## src/rtl/nco_iq_unpack_mc_pkg.sv

```systemverilog
// ============================================================================
// Module   : nco_iq_unpack_mc_pkg
// Brief    : Shared types and width helpers for the multi-channel NCO unpacker.
// Revision : 1.0 - initial release
// ============================================================================
`default_nettype none

package nco_iq_unpack_mc_pkg;

    typedef enum logic [1:0] {
        ST_EMPTY = 2'd0,
        ST_ONE   = 2'd1,
        ST_FULL  = 2'd2
    } skid_state_e;

    // Component width of a packed cos/sin lane.
    function automatic int comp_width(input int lane_w);
        return lane_w / 2;
    endfunction

    // Width able to hold 0..2*n_ch saturation flags.
    function automatic int flag_sum_width(input int n_ch);
        return $clog2(2 * n_ch + 1);
    endfunction

endpackage

`default_nettype wire

```

## src/rtl/nco_iq_unpack_mc_if.sv

```systemverilog
// ============================================================================
// Module   : nco_iq_unpack_mc_if
// Brief    : Packed-lane input stream and I/Q output stream of the unpacker.
// Revision : 1.0 - initial release
// ============================================================================
`default_nettype none

interface nco_iq_unpack_mc_if #(
    parameter int N_CH    = 2,
    parameter int LANE_W  = 32,
    parameter int O_WIDTH = 12
);
    logic [N_CH*LANE_W-1:0]  s_tdata;
    logic                    s_tvalid;
    logic                    s_tready;
    logic [N_CH*O_WIDTH-1:0] m_cos;
    logic [N_CH*O_WIDTH-1:0] m_sin;
    logic                    m_tvalid;
    logic                    m_tready;

    // slave: the unpacker itself; master: the surrounding DDS bank and mixers
    modport slave (
        input  s_tdata, s_tvalid, m_tready,
        output s_tready, m_cos, m_sin, m_tvalid
    );

    modport master (
        output s_tdata, s_tvalid, m_tready,
        input  s_tready, m_cos, m_sin, m_tvalid
    );
endinterface

`default_nettype wire

```

## src/rtl/nco_iq_unpack_mc_round_sat.sv

```systemverilog
// ============================================================================
// Module   : nco_iq_unpack_mc_round_sat
// Brief    : One component: round-half-up to O_WIDTH, clip, optional negate.
// Revision : 1.0 - initial release
// ============================================================================
`default_nettype none

module nco_iq_unpack_mc_round_sat #(
    parameter int C_W     = 16,
    parameter int O_WIDTH = 12
) (
    input  wire logic [C_W-1:0]     x_i,
    input  wire logic               neg_i,
    output logic      [O_WIDTH-1:0] y_o,
    output logic                    sat_o
);
    localparam logic [O_WIDTH-1:0] C_MAX = {1'b0, {(O_WIDTH-1){1'b1}}};
    localparam logic [O_WIDTH-1:0] C_MIN = {1'b1, {(O_WIDTH-1){1'b0}}};

    logic [O_WIDTH-1:0] w_rnd;
    logic               w_rnd_sat;

    generate
        if (C_W == O_WIDTH) begin : g_pass
            assign w_rnd     = x_i;
            assign w_rnd_sat = 1'b0;
        end else begin : g_round
            localparam int             SH    = C_W - O_WIDTH;
            localparam logic [C_W:0]   C_OFS = (C_W+1)'(1) << (SH - 1);

            logic [C_W:0]     w_sum;
            logic [O_WIDTH:0] w_shr;
            logic             w_unused_lsb;

            assign w_sum        = {x_i[C_W-1], x_i} + C_OFS;
            assign w_shr        = w_sum[C_W:SH];
            assign w_unused_lsb = ^w_sum[SH-1:0];
            // Rounding can only overflow upward, so a sign mismatch means > max.
            assign w_rnd_sat    = w_shr[O_WIDTH] ^ w_shr[O_WIDTH-1];
            assign w_rnd        = w_rnd_sat ? C_MAX : w_shr[O_WIDTH-1:0];
        end
    endgenerate

    always_comb begin
        y_o   = w_rnd;
        sat_o = w_rnd_sat;
        if (neg_i) begin
            if (w_rnd == C_MIN) begin
                y_o   = C_MAX;
                sat_o = 1'b1;
            end else begin
                y_o = -w_rnd;
            end
        end
    end

endmodule

`default_nettype wire

```

## src/rtl/nco_iq_unpack_mc.sv

```systemverilog
// ============================================================================
// Module   : nco_iq_unpack_mc
// Brief    : N-lane DDS cos/sin unpacker with rounding, conj/swap and skid output.
// Revision : 1.0 - initial release
// ============================================================================
`default_nettype none

module nco_iq_unpack_mc
    import nco_iq_unpack_mc_pkg::*;
#(
    parameter int N_CH    = 2,
    parameter int LANE_W  = 32,
    parameter int O_WIDTH = 12,
    parameter int CNT_W   = 16
) (
    input  wire logic             clk,
    input  wire logic             rst_n,
    nco_iq_unpack_mc_if.slave     bus,
    input  wire logic [N_CH-1:0]  cfg_conj_i,
    input  wire logic             cfg_swap_i,
    input  wire logic             sat_clr_i,
    output logic      [CNT_W-1:0] sat_cnt_o
);
    localparam int C_W   = comp_width(LANE_W);
    localparam int SUM_W = flag_sum_width(N_CH);
    localparam int OUT_W = N_CH * O_WIDTH;

    logic [OUT_W-1:0]  w_cos, w_sin;
    logic [2*N_CH-1:0] w_sat;
    logic [SUM_W-1:0]  w_nsat;
    logic              w_acc, w_rdy;
    logic [CNT_W:0]    w_cnt_sum;

    generate
        for (genvar k = 0; k < N_CH; k++) begin : g_ch
            logic [O_WIDTH-1:0] w_c, w_s;

            nco_iq_unpack_mc_round_sat #(.C_W(C_W), .O_WIDTH(O_WIDTH)) u_cos (
                .x_i   (bus.s_tdata[k*LANE_W +: C_W]),
                .neg_i (1'b0),
                .y_o   (w_c),
                .sat_o (w_sat[2*k])
            );

            nco_iq_unpack_mc_round_sat #(.C_W(C_W), .O_WIDTH(O_WIDTH)) u_sin (
                .x_i   (bus.s_tdata[k*LANE_W+C_W +: C_W]),
                .neg_i (cfg_conj_i[k]),
                .y_o   (w_s),
                .sat_o (w_sat[2*k+1])
            );

            assign w_cos[k*O_WIDTH +: O_WIDTH] = cfg_swap_i ? w_s : w_c;
            assign w_sin[k*O_WIDTH +: O_WIDTH] = cfg_swap_i ? w_c : w_s;
        end
    endgenerate

    always_comb begin
        w_nsat = '0;
        for (int i = 0; i < 2*N_CH; i++) begin
            w_nsat = w_nsat + SUM_W'(w_sat[i]);
        end
    end

    skid_state_e      state_q, state_d;
    logic [OUT_W-1:0] main_cos_q, main_cos_d, main_sin_q, main_sin_d;
    logic [OUT_W-1:0] skid_cos_q, skid_cos_d, skid_sin_q, skid_sin_d;
    logic             s_tready_q;
    logic [CNT_W-1:0] cnt_q, cnt_d;

    assign w_acc     = bus.s_tvalid & s_tready_q;
    assign w_rdy     = bus.m_tready;
    assign w_cnt_sum = {1'b0, cnt_q} + (CNT_W+1)'(w_nsat);

    // Main register is cleared on drain so outputs read zero while invalid.
    always_comb begin
        state_d    = state_q;
        main_cos_d = main_cos_q;
        main_sin_d = main_sin_q;
        skid_cos_d = skid_cos_q;
        skid_sin_d = skid_sin_q;
        case (state_q)
            ST_EMPTY: begin
                if (w_acc) begin
                    main_cos_d = w_cos;
                    main_sin_d = w_sin;
                    state_d    = ST_ONE;
                end
            end
            ST_ONE: begin
                if (w_acc && !w_rdy) begin
                    skid_cos_d = w_cos;
                    skid_sin_d = w_sin;
                    state_d    = ST_FULL;
                end else if (w_acc) begin
                    main_cos_d = w_cos;
                    main_sin_d = w_sin;
                end else if (w_rdy) begin
                    main_cos_d = '0;
                    main_sin_d = '0;
                    state_d    = ST_EMPTY;
                end
            end
            ST_FULL: begin
                if (w_rdy) begin
                    main_cos_d = skid_cos_q;
                    main_sin_d = skid_sin_q;
                    skid_cos_d = '0;
                    skid_sin_d = '0;
                    state_d    = ST_ONE;
                end
            end
            default: begin
                main_cos_d = '0;
                main_sin_d = '0;
                state_d    = ST_EMPTY;
            end
        endcase

        cnt_d = cnt_q;
        if (sat_clr_i) begin
            cnt_d = '0;
        end else if (w_acc) begin
            cnt_d = w_cnt_sum[CNT_W] ? {CNT_W{1'b1}} : w_cnt_sum[CNT_W-1:0];
        end
    end

    always_ff @(posedge clk or negedge rst_n) begin
        if (!rst_n) begin
            state_q    <= ST_EMPTY;
            main_cos_q <= '0;
            main_sin_q <= '0;
            skid_cos_q <= '0;
            skid_sin_q <= '0;
            s_tready_q <= 1'b1;
            cnt_q      <= '0;
        end else begin
            state_q    <= state_d;
            main_cos_q <= main_cos_d;
            main_sin_q <= main_sin_d;
            skid_cos_q <= skid_cos_d;
            skid_sin_q <= skid_sin_d;
            s_tready_q <= (state_d != ST_FULL);
            cnt_q      <= cnt_d;
        end
    end

    assign bus.s_tready = s_tready_q;
    assign bus.m_tvalid = (state_q != ST_EMPTY);
    assign bus.m_cos    = main_cos_q;
    assign bus.m_sin    = main_sin_q;
    assign sat_cnt_o    = cnt_q;

endmodule

`default_nettype wire

```

## src/flat_wrapper.sv

```systemverilog
// flat-port wrapper written by rule: the top's interface ports become plain ports
module nco_iq_unpack_mc_flat import nco_iq_unpack_mc_pkg::*;
#(
    parameter int N_CH    = 2,
    parameter int LANE_W  = 32,
    parameter int O_WIDTH = 12,
    parameter int CNT_W   = 16
)
  (clk, rst_n, cfg_conj_i, cfg_swap_i, sat_clr_i, sat_cnt_o, bus_s_tdata, bus_s_tvalid, bus_m_tready, bus_s_tready, bus_m_cos, bus_m_sin, bus_m_tvalid);
  nco_iq_unpack_mc_if #(.N_CH(N_CH), .LANE_W(LANE_W), .O_WIDTH(O_WIDTH)) bus_i ();
  input  wire logic clk;
  input  wire logic rst_n;
  input  wire logic [N_CH-1:0] cfg_conj_i;
  input  wire logic cfg_swap_i;
  input  wire logic sat_clr_i;
  output logic      [CNT_W-1:0] sat_cnt_o;
  input wire logic [$bits(bus_i.s_tdata)-1:0] bus_s_tdata;
  input wire logic [$bits(bus_i.s_tvalid)-1:0] bus_s_tvalid;
  input wire logic [$bits(bus_i.m_tready)-1:0] bus_m_tready;
  output wire logic [$bits(bus_i.s_tready)-1:0] bus_s_tready;
  output wire logic [$bits(bus_i.m_cos)-1:0] bus_m_cos;
  output wire logic [$bits(bus_i.m_sin)-1:0] bus_m_sin;
  output wire logic [$bits(bus_i.m_tvalid)-1:0] bus_m_tvalid;
  assign bus_i.s_tdata = bus_s_tdata;
  assign bus_i.s_tvalid = bus_s_tvalid;
  assign bus_i.m_tready = bus_m_tready;
  assign bus_s_tready = bus_i.s_tready;
  assign bus_m_cos = bus_i.m_cos;
  assign bus_m_sin = bus_i.m_sin;
  assign bus_m_tvalid = bus_i.m_tvalid;
  nco_iq_unpack_mc #(.N_CH(N_CH), .LANE_W(LANE_W), .O_WIDTH(O_WIDTH), .CNT_W(CNT_W)) u_core (.clk(clk), .rst_n(rst_n), .bus(bus_i), .cfg_conj_i(cfg_conj_i), .cfg_swap_i(cfg_swap_i), .sat_clr_i(sat_clr_i), .sat_cnt_o(sat_cnt_o));
endmodule
```

## config.mk

```make
export PLATFORM = sky130hd
export DESIGN_NAME = nco_iq_unpack_mc_flat
export DESIGN_NICKNAME = d
export VERILOG_FILES = /design/src/rtl/nco_iq_unpack_mc_pkg.sv /design/src/rtl/nco_iq_unpack_mc_if.sv /design/src/rtl/nco_iq_unpack_mc_round_sat.sv /design/src/rtl/nco_iq_unpack_mc.sv /design/src/flat_wrapper.sv
export SDC_FILE = /design/constraint.sdc
export NUM_CORES = 1
export LEC_CHECK = 0
export ABC_AREA = 1
export BUFFER_PORTS_ARGS = -buffer_cell sky130_fd_sc_hd__buf_2
export CAP_MARGIN = 40
export CORE_MARGIN = 2
export CORE_UTILIZATION = 57
export CTS_CLUSTER_SIZE = 16
export DETAILED_ROUTE_END_ITERATION = 10
export GPL_TIMING_DRIVEN = 0
export PLACE_DENSITY = 0.78
export SYNTH_ARGS = -nofsm -noshare
export SYNTH_HDL_FRONTEND = slang
export SYNTH_SLANG_ARGS = --single-unit
```

## constraint.sdc

```tcl
create_clock -name clk -period 2.85 [get_ports clk]
set_clock_uncertainty 0.2 [all_clocks]
set_input_delay 0.855 -clock clk [delete_from_list [all_inputs] [get_ports clk]]
set_output_delay 0.855 -clock clk [all_outputs]
set_load 0.005 [all_outputs]
```

Yosys cells after proc, flatten, opt, wreduce, memory -nomap -nowiden
Index checks and enable logic that the tools add are counted.
Storage, ports and cells
  output and inout port bits: 66
  word-level logic and storage cells: 80
  bits of input ports: 72
  flip-flop bits (word level): 115
Cells by class
  reductions and logical operators: 8
  bitwise operators: 5
  multiplexer cells: 40
  equal/unequal tests: 10
  add/subtract/negate cells: 10
Operator list (number)
  $mux W24: 11
  $mux W12: 12
  $pmux W24 S3: 2
  $pmux W24 S2: 2
  $add A16 B5 Y17 const B: 4
  $mux W16: 3
  $eq A12 B12 Y1 const B: 2
  $neg A12 Y12: 2
  $add A16 B3 Y17: 1
  $mux W2: 5
  $add A3 B1 Y3: 2
  $ne A2 B2 Y1 const B: 3
  $pmux W2 S3: 1
  $reduce_bool A2 Y1: 3
  $mux W1: 4
  $ne A2 B1 Y1 const B: 2
  $reduce_and A4 Y1: 1
  $xor A1 B1 Y1: 4
  $ne A3 B2 Y1 const B: 1
  $reduce_and A3 Y1: 1
  $add A1 B1 Y2: 1
  $eq A2 B1 Y1 const B: 1
  $eq A2 B2 Y1 const B: 1
  $logic_not A2 Y1: 1
  other kinds (3): 3

Logic depth before layout (Yosys ltp)
  word-level depth: 13
  mapped depth: 36
  gate-level depth less buffers: 34

Modules after synthesis
A second synthesis with hierarchy kept.
Unflattened totals
  cells, all modules: 1299
  area, all modules: 9342.7 µm²
By module, submodules not included
  nco_iq_unpack_mc: area each 6029.5 µm², cells each 707, times used 1, sequential area each 2879.0 µm²
  nco_iq_unpack_mc_round_sat: area each 828.3 µm², cells each 148, times used 4, sequential area each 0.0 µm²

Worst setup path before layout
No wires, ideal clock.
  path type: input to register
  start point: input bus_s_tdata[19]
  end point: register u_core.cnt_q[8] (netlist: u_core.sat_cnt_o[8])
  path slack: -3397 ps
  data required time: 2567 ps
  library setup time: 83 ps
  arrival time: 5964 ps
  stages on the path: 35
  buffers on the path: 2
  path through: ha_1 -> nand3_1 -> nor2_2 -> nand3_1 -> nor3_1 -> xor2_1 -> ha_1 -> inv_1 -> buf_4 -> nand3_1 -> inv_1 -> ha_1 -> nand3_1 -> nor2_1 -> nand3_1 -> nor2_4 -> nand4_4 -> buf_6 -> nand2_1 -> ha_1 -> inv_1 -> fa_1 -> inv_1 -> ha_1 -> inv_1 -> fa_1 -> nor2_1 -> o21ai_1 -> nor3_2 -> nand4_1 -> nor2_1 -> nand2_1 -> nor2_2 -> o21ai_0 -> o21ai_0
On the way
  word-level cells in the longest chain between the ends: 13
Ends and longest elaborated chain
  from (decl): line flat_wrapper.sv:17  | input wire logic [$bits(bus_i.s_tdata)-1:0] bus_s_tdata;
  $add A16 B5 Y17 *: line nco_iq_unpack_mc_round_sat.sv:35  | assign w_sum = {x_i[C_W-1], x_i} + C_OFS;
  $xor A1 B1 Y1: line nco_iq_unpack_mc_round_sat.sv:39  | assign w_rnd_sat = w_shr[O_WIDTH] ^ w_shr[O_WIDTH-1];
  $mux W12: line nco_iq_unpack_mc_round_sat.sv:40  | assign w_rnd = w_rnd_sat ? C_MAX : w_shr[O_WIDTH-1:0];
  $eq A12 B12 Y1: line nco_iq_unpack_mc_round_sat.sv:48  | if (w_rnd == C_MIN) begin
  $mux W1: line nco_iq_unpack_mc_round_sat.sv:48
  $mux W1 *: line nco_iq_unpack_mc_round_sat.sv:47  | if (neg_i) begin
  $add A1 B1 Y2 *: line nco_iq_unpack_mc.sv:60  | w_nsat = w_nsat + SUM_W'(w_sat[i]);
  $add A3 B1 Y3 * (2 in a row): line nco_iq_unpack_mc.sv:60
  $add A16 B3 Y17 *: line nco_iq_unpack_mc.sv:72  | assign w_cnt_sum = {1'b0, cnt_q} + (CNT_W+1)'(w_nsat);
  $mux W16 *: line nco_iq_unpack_mc.sv:123  | cnt_d = w_cnt_sum[CNT_W] ? {CNT_W{1'b1}} : w_cnt_sum[CNT_W-1:0];
  $mux W16 *: line nco_iq_unpack_mc.sv:122  | end else if (w_acc) begin
  $mux W16 *: line nco_iq_unpack_mc.sv:120  | if (sat_clr_i) begin
  to (signal assigned): line nco_iq_unpack_mc.sv:143  | cnt_q <= cnt_d;
  to (decl): line nco_iq_unpack_mc.sv:68  | logic [CNT_W-1:0] cnt_q, cnt_d;
Every way passes the cells marked *; elsewhere a longest branch is shown, timed or not. The select of a mux whose other input is x is not followed.
A chain may end at the register's enable or synchronous reset.

Worst setup path after layout
  start point: input bus_s_tdata[21]
  end point: register u_core.cnt_q[10] (netlist: u_core.sat_cnt_o[10])
The elaborated chain is that of the path after synthesis.

==> summary.md <==
| Metric | Value |
|---|---|
| Status | `finished, violations left` |
| FMAX | `178 MHz` |
| Final setup viols | `about 110` |
| First-pass GRT wire length | `40.0 mm` |
| Nets | `around 1500` |
| Residual DRC | `0` |
| Mapped Area | `between 0.008 and 0.009 mm²` |
| Synthesis-stage register bit count | `115` |
| Seq pwr share | `32.4%` |
| Actual slew at the worst max-slew pin | `between 800 and 900 ps` |
| CP peak stage delay | `420 ps` |
| Mux share of post-synthesis cell area | `0%` |
| Core ar. | `0.0138 mm²` |
| Layout area overhead | `38.2%` |
| Library cells used by synthesis | `40` |
| Combinational share of power | `40.9%` |
| Crit path capture type | `register` |
| EDFF count, synth | `0` |
| Logic depth of the worst path, buffers included | `34` |
| Clock root buffer | `clkbuf_16` |
| Placed Area | `0.00913 mm²` |
| CP arrival | `~5800 ps` |
| Clock power share | `26.7%` |
| Clock-pin slew on the worst setup and hold paths | `roughly 50 ps` |
| Sequential cell area | `0.00288 mm²` |
| Clock latency on the worst-skew pair | `between 400 and 500 ps` |
| Failing checks | `setup timing` |
| Maxcap violations | `0` |
| Critical-path maximum fanout | `6` |
| Beginning of the critical path | `bus_s_tdata[21]` |
| Pwr/cell area | `~750 mW/mm²` |
| Post-detail-place hpwl | `17.2 mm` |
| Post-route setup slack | `-2770 ps` |
| Relative slew slack | `46.3%` |
| Buffers plus inverters on the worst setup path | `9` |
| VDD IR max | `0.000475 V` |
| Final Hold Viols | `0` |
| Reg2reg end | `u_core.sat_cnt_o[10]$_DFFE_PN0P_` |
| Total CTS buffers | `17` |
| Overall Global Routing Usage | `33.9%` |
| Vias in the first global route | `8238` |
| Mean Syn Cell Area | `around 6.4 µm²` |
| Detailed-route wire length | `approximately 28 mm` |
| Gp weighted congestion | `0.965` |
| Final period utilization | `197%` |
| Async SR Flop Fraction | `100%` |
| Most common cell in the netlist | `nand2_1` |
| H-tree depth | `4` |
| TritonCTS clock tree | `built` |
| Top cells by area, synth | `dfrtp_1 36%, nand2_1 26%, nand3_1 9.9%` |
| Yosys Warn Count | `0` |
| Critical path endpoint | `u_core.sat_cnt_o[10]$_DFFE_PN0P_` |
| Flop2flop setup slack | `290 ps` |
| CP max stage cell | `fa_1` |
| Via Count | `9486` |
| Mapped Cells | `1246` |
| FF-to-FF Start | `u_core.sat_cnt_o[0]$_DFFE_PN0P_` |
| XOR/XNOR Fraction of Synth Area | `2.95%` |
| Required time of the critical path | `roughly 3000 ps` |
| Horiz. Die Dim | `123 µm` |
| P_sw | `around 3300 µW` |
| Fin area | `0.0111 mm²` |
| Main synth FF type | `dfrtp_1` |
| Minimum clock period | `5620 ps` |
| Top cell type by total area after synthesis | `dfrtp_1` |
| DR WL/cell | `16.8 µm` |
| Cell family with most CP delay | `simple AND/OR/NAND/NOR gates` |
| Hold crit path type | `primary input to asynchronous set/reset pin` |
| I/O Pins | `approximately 140` |
| Post-synthesis simple-gate area fraction | `44.4%` |
| Synth top area share | `between 30 and 40%` |
| Area of the multi-input gates | `0.00542 mm²` |
| Die Y | `123 µm` |
| Setup crit start kind | `primary input` |
| Starting DRT DRC Count | `1197` |
| Pin count of the biggest net entering global routing | `69` |
| FF-to-FF path depth | `12` |
| Share of layout cells above drive strength 1 | `~29%` |
| Synthesized net count | `about 1300` |
| Int Power | `4970 µW` |
| Vias per inst | `5.75` |
| First-pass DRT Iterations | `7` |
| Most common cell on crit path | `inv_2` |
| Main combinational cell family by area after synthesis | `simple AND/OR/NAND/NOR gates` |
| TritonCTS Sinks | `115` |
| Die area | `0.0150 mm²` |
| Leak | `0.00587 µW` |
| Fin. max-slew vios | `0` |
| Initial antenna violation count | `1` |
| Kind of critical path | `primary input to register` |
| Antenna viol nets, final | `0` |
| GR Overflow Total | `0` |
| Area share of fa/ha/maj cells after synthesis | `2.84%` |
| Layout fillers | `929` |
| PortBufs | `125` |
| RSZ-0062 raised after global routing | `true` |
| Synth Area in Compound Gates | `between 5 and 6%` |
| # rows | `43` |
| Final hold slack | `between 150 and 200 ps` |
| Sequential-to-total area share from yosys stat | `between 30% and 40%` |
| Sw frac | `between 40% and 50%` |
| Clock Path Buffers | `2` |
| Most instantiated cells after synthesis | `548 x nand2_1, 158 x nand3_1, 114 x dfrtp_1` |
| Initial Util | `57.9%` |
## worst min path at each step
stage                                                  end  slack [ps]  depth (start not counted)
after floorplan           u_core.skid_cos_q[0]$_DFFE_PN0P_         250                          2
after global placement    u_core.bus.m_sin[15]$_DFFE_PN0P_         260                          2
after detailed placement   u_core.bus.m_cos[9]$_DFFE_PN0P_         260                          2
after CTS                 u_core.sat_cnt_o[11]$_DFFE_PN0P_         170                          1
after global routing      u_core.sat_cnt_o[10]$_DFFE_PN0P_         190                          1
final                     u_core.sat_cnt_o[11]$_DFFE_PN0P_         150                          1
## final cells by class
type	instances	area share, %
tap	180	2.04
timing repair buffer	191	11.5
multi-input combinational	973	49.0
clock buffer	25	4.66
inverter	114	3.96
antenna	1	0.0226
buffer	45	1.92
clock inverter	7	0.871
sequential	115	26.0
## cells in the final DEF (no fill, tap or decap), drive strengths merged, types with 9 or more instances in the layout
cell type and instances:
o21ai 46, nand4 22, nand2 549, a21oi 23
ha 15, nand3 159, nor3 9, xor2 23
dfrtp 114, inv 113, buf 210, clkbuf 51
nor2 89
## metrics by stage
stage	utilization, %	std cells	TNS [ps]	setup slack (ps)	power (µW)
after CTS	74.8	1622	-93110	-2610	7970
after global placement	65.8	1551	-246620	-3770	5520
after floorplan	-	1246	-116990	-3090	4530
after global routing	80.0	1650	-135860	-2990	8850
final	80.0	1651	-117940	-2770	8310
after detailed placement	66.0	1552	-181540	-3860	5630
## cells by family after synthesis
family                   after synthesis
XOR/XNOR                              27
AO/OA/AOI/OAI                         87
flip-flops                           115
AND/OR/NAND/NOR                      841
adder cells (fa/ha/maj)               17
buffers and inverters                159
## power groups by stage
stage / Combinational, µW / Sequential (µW) / Clock, µW
floorplan: 1870 / 2670 / 0
global placement: 2860 / 2650 / 0
detailed placement: 2950 / 2680 / 0
CTS: 3090 / 2670 / 2210
global route: 3800 / 2760 / 2300
finish: 3400 / 2690 / 2220
## registers in the layout, summed over array words and instances (netlist names)
register and flops:
u_core.bus.m_cos 24, u_core.sat_cnt_o 16, u_core.bus.m_sin 24, u_core.state_q 2, u_core.skid_sin_q 24, u_core.bus.s_tready 1
u_core.skid_cos_q 24
## timing repair
| action | CTS | global route |
|---|---|---|
| setup buffers | 38 | 35 |
| endpoints found under the hold margin | 0 | 0 |
| gates resized for setup | 82 | 128 |
| gates cloned | 1 | 1 |
| hold buffers | 0 | 0 |
| setup endpoints to repair | 112 | 112 |
| pin swaps | 53 | 74 |
## layer usage
| metal | share of wire [%] | wire (µm) | track usage [%] |
|---|---|---|---|
| met1 | 40 | 11200 | 46.3 |
| met2 | 46 | 12800 | 54.3 |
| met3 | 9.3 | 2580 | 6.23 |
| met4 | 4.2 | 1160 | 11.6 |
| met5 | 0 | 0 | 0 |
Note: power is estimated with default switching activity, not from simulation.
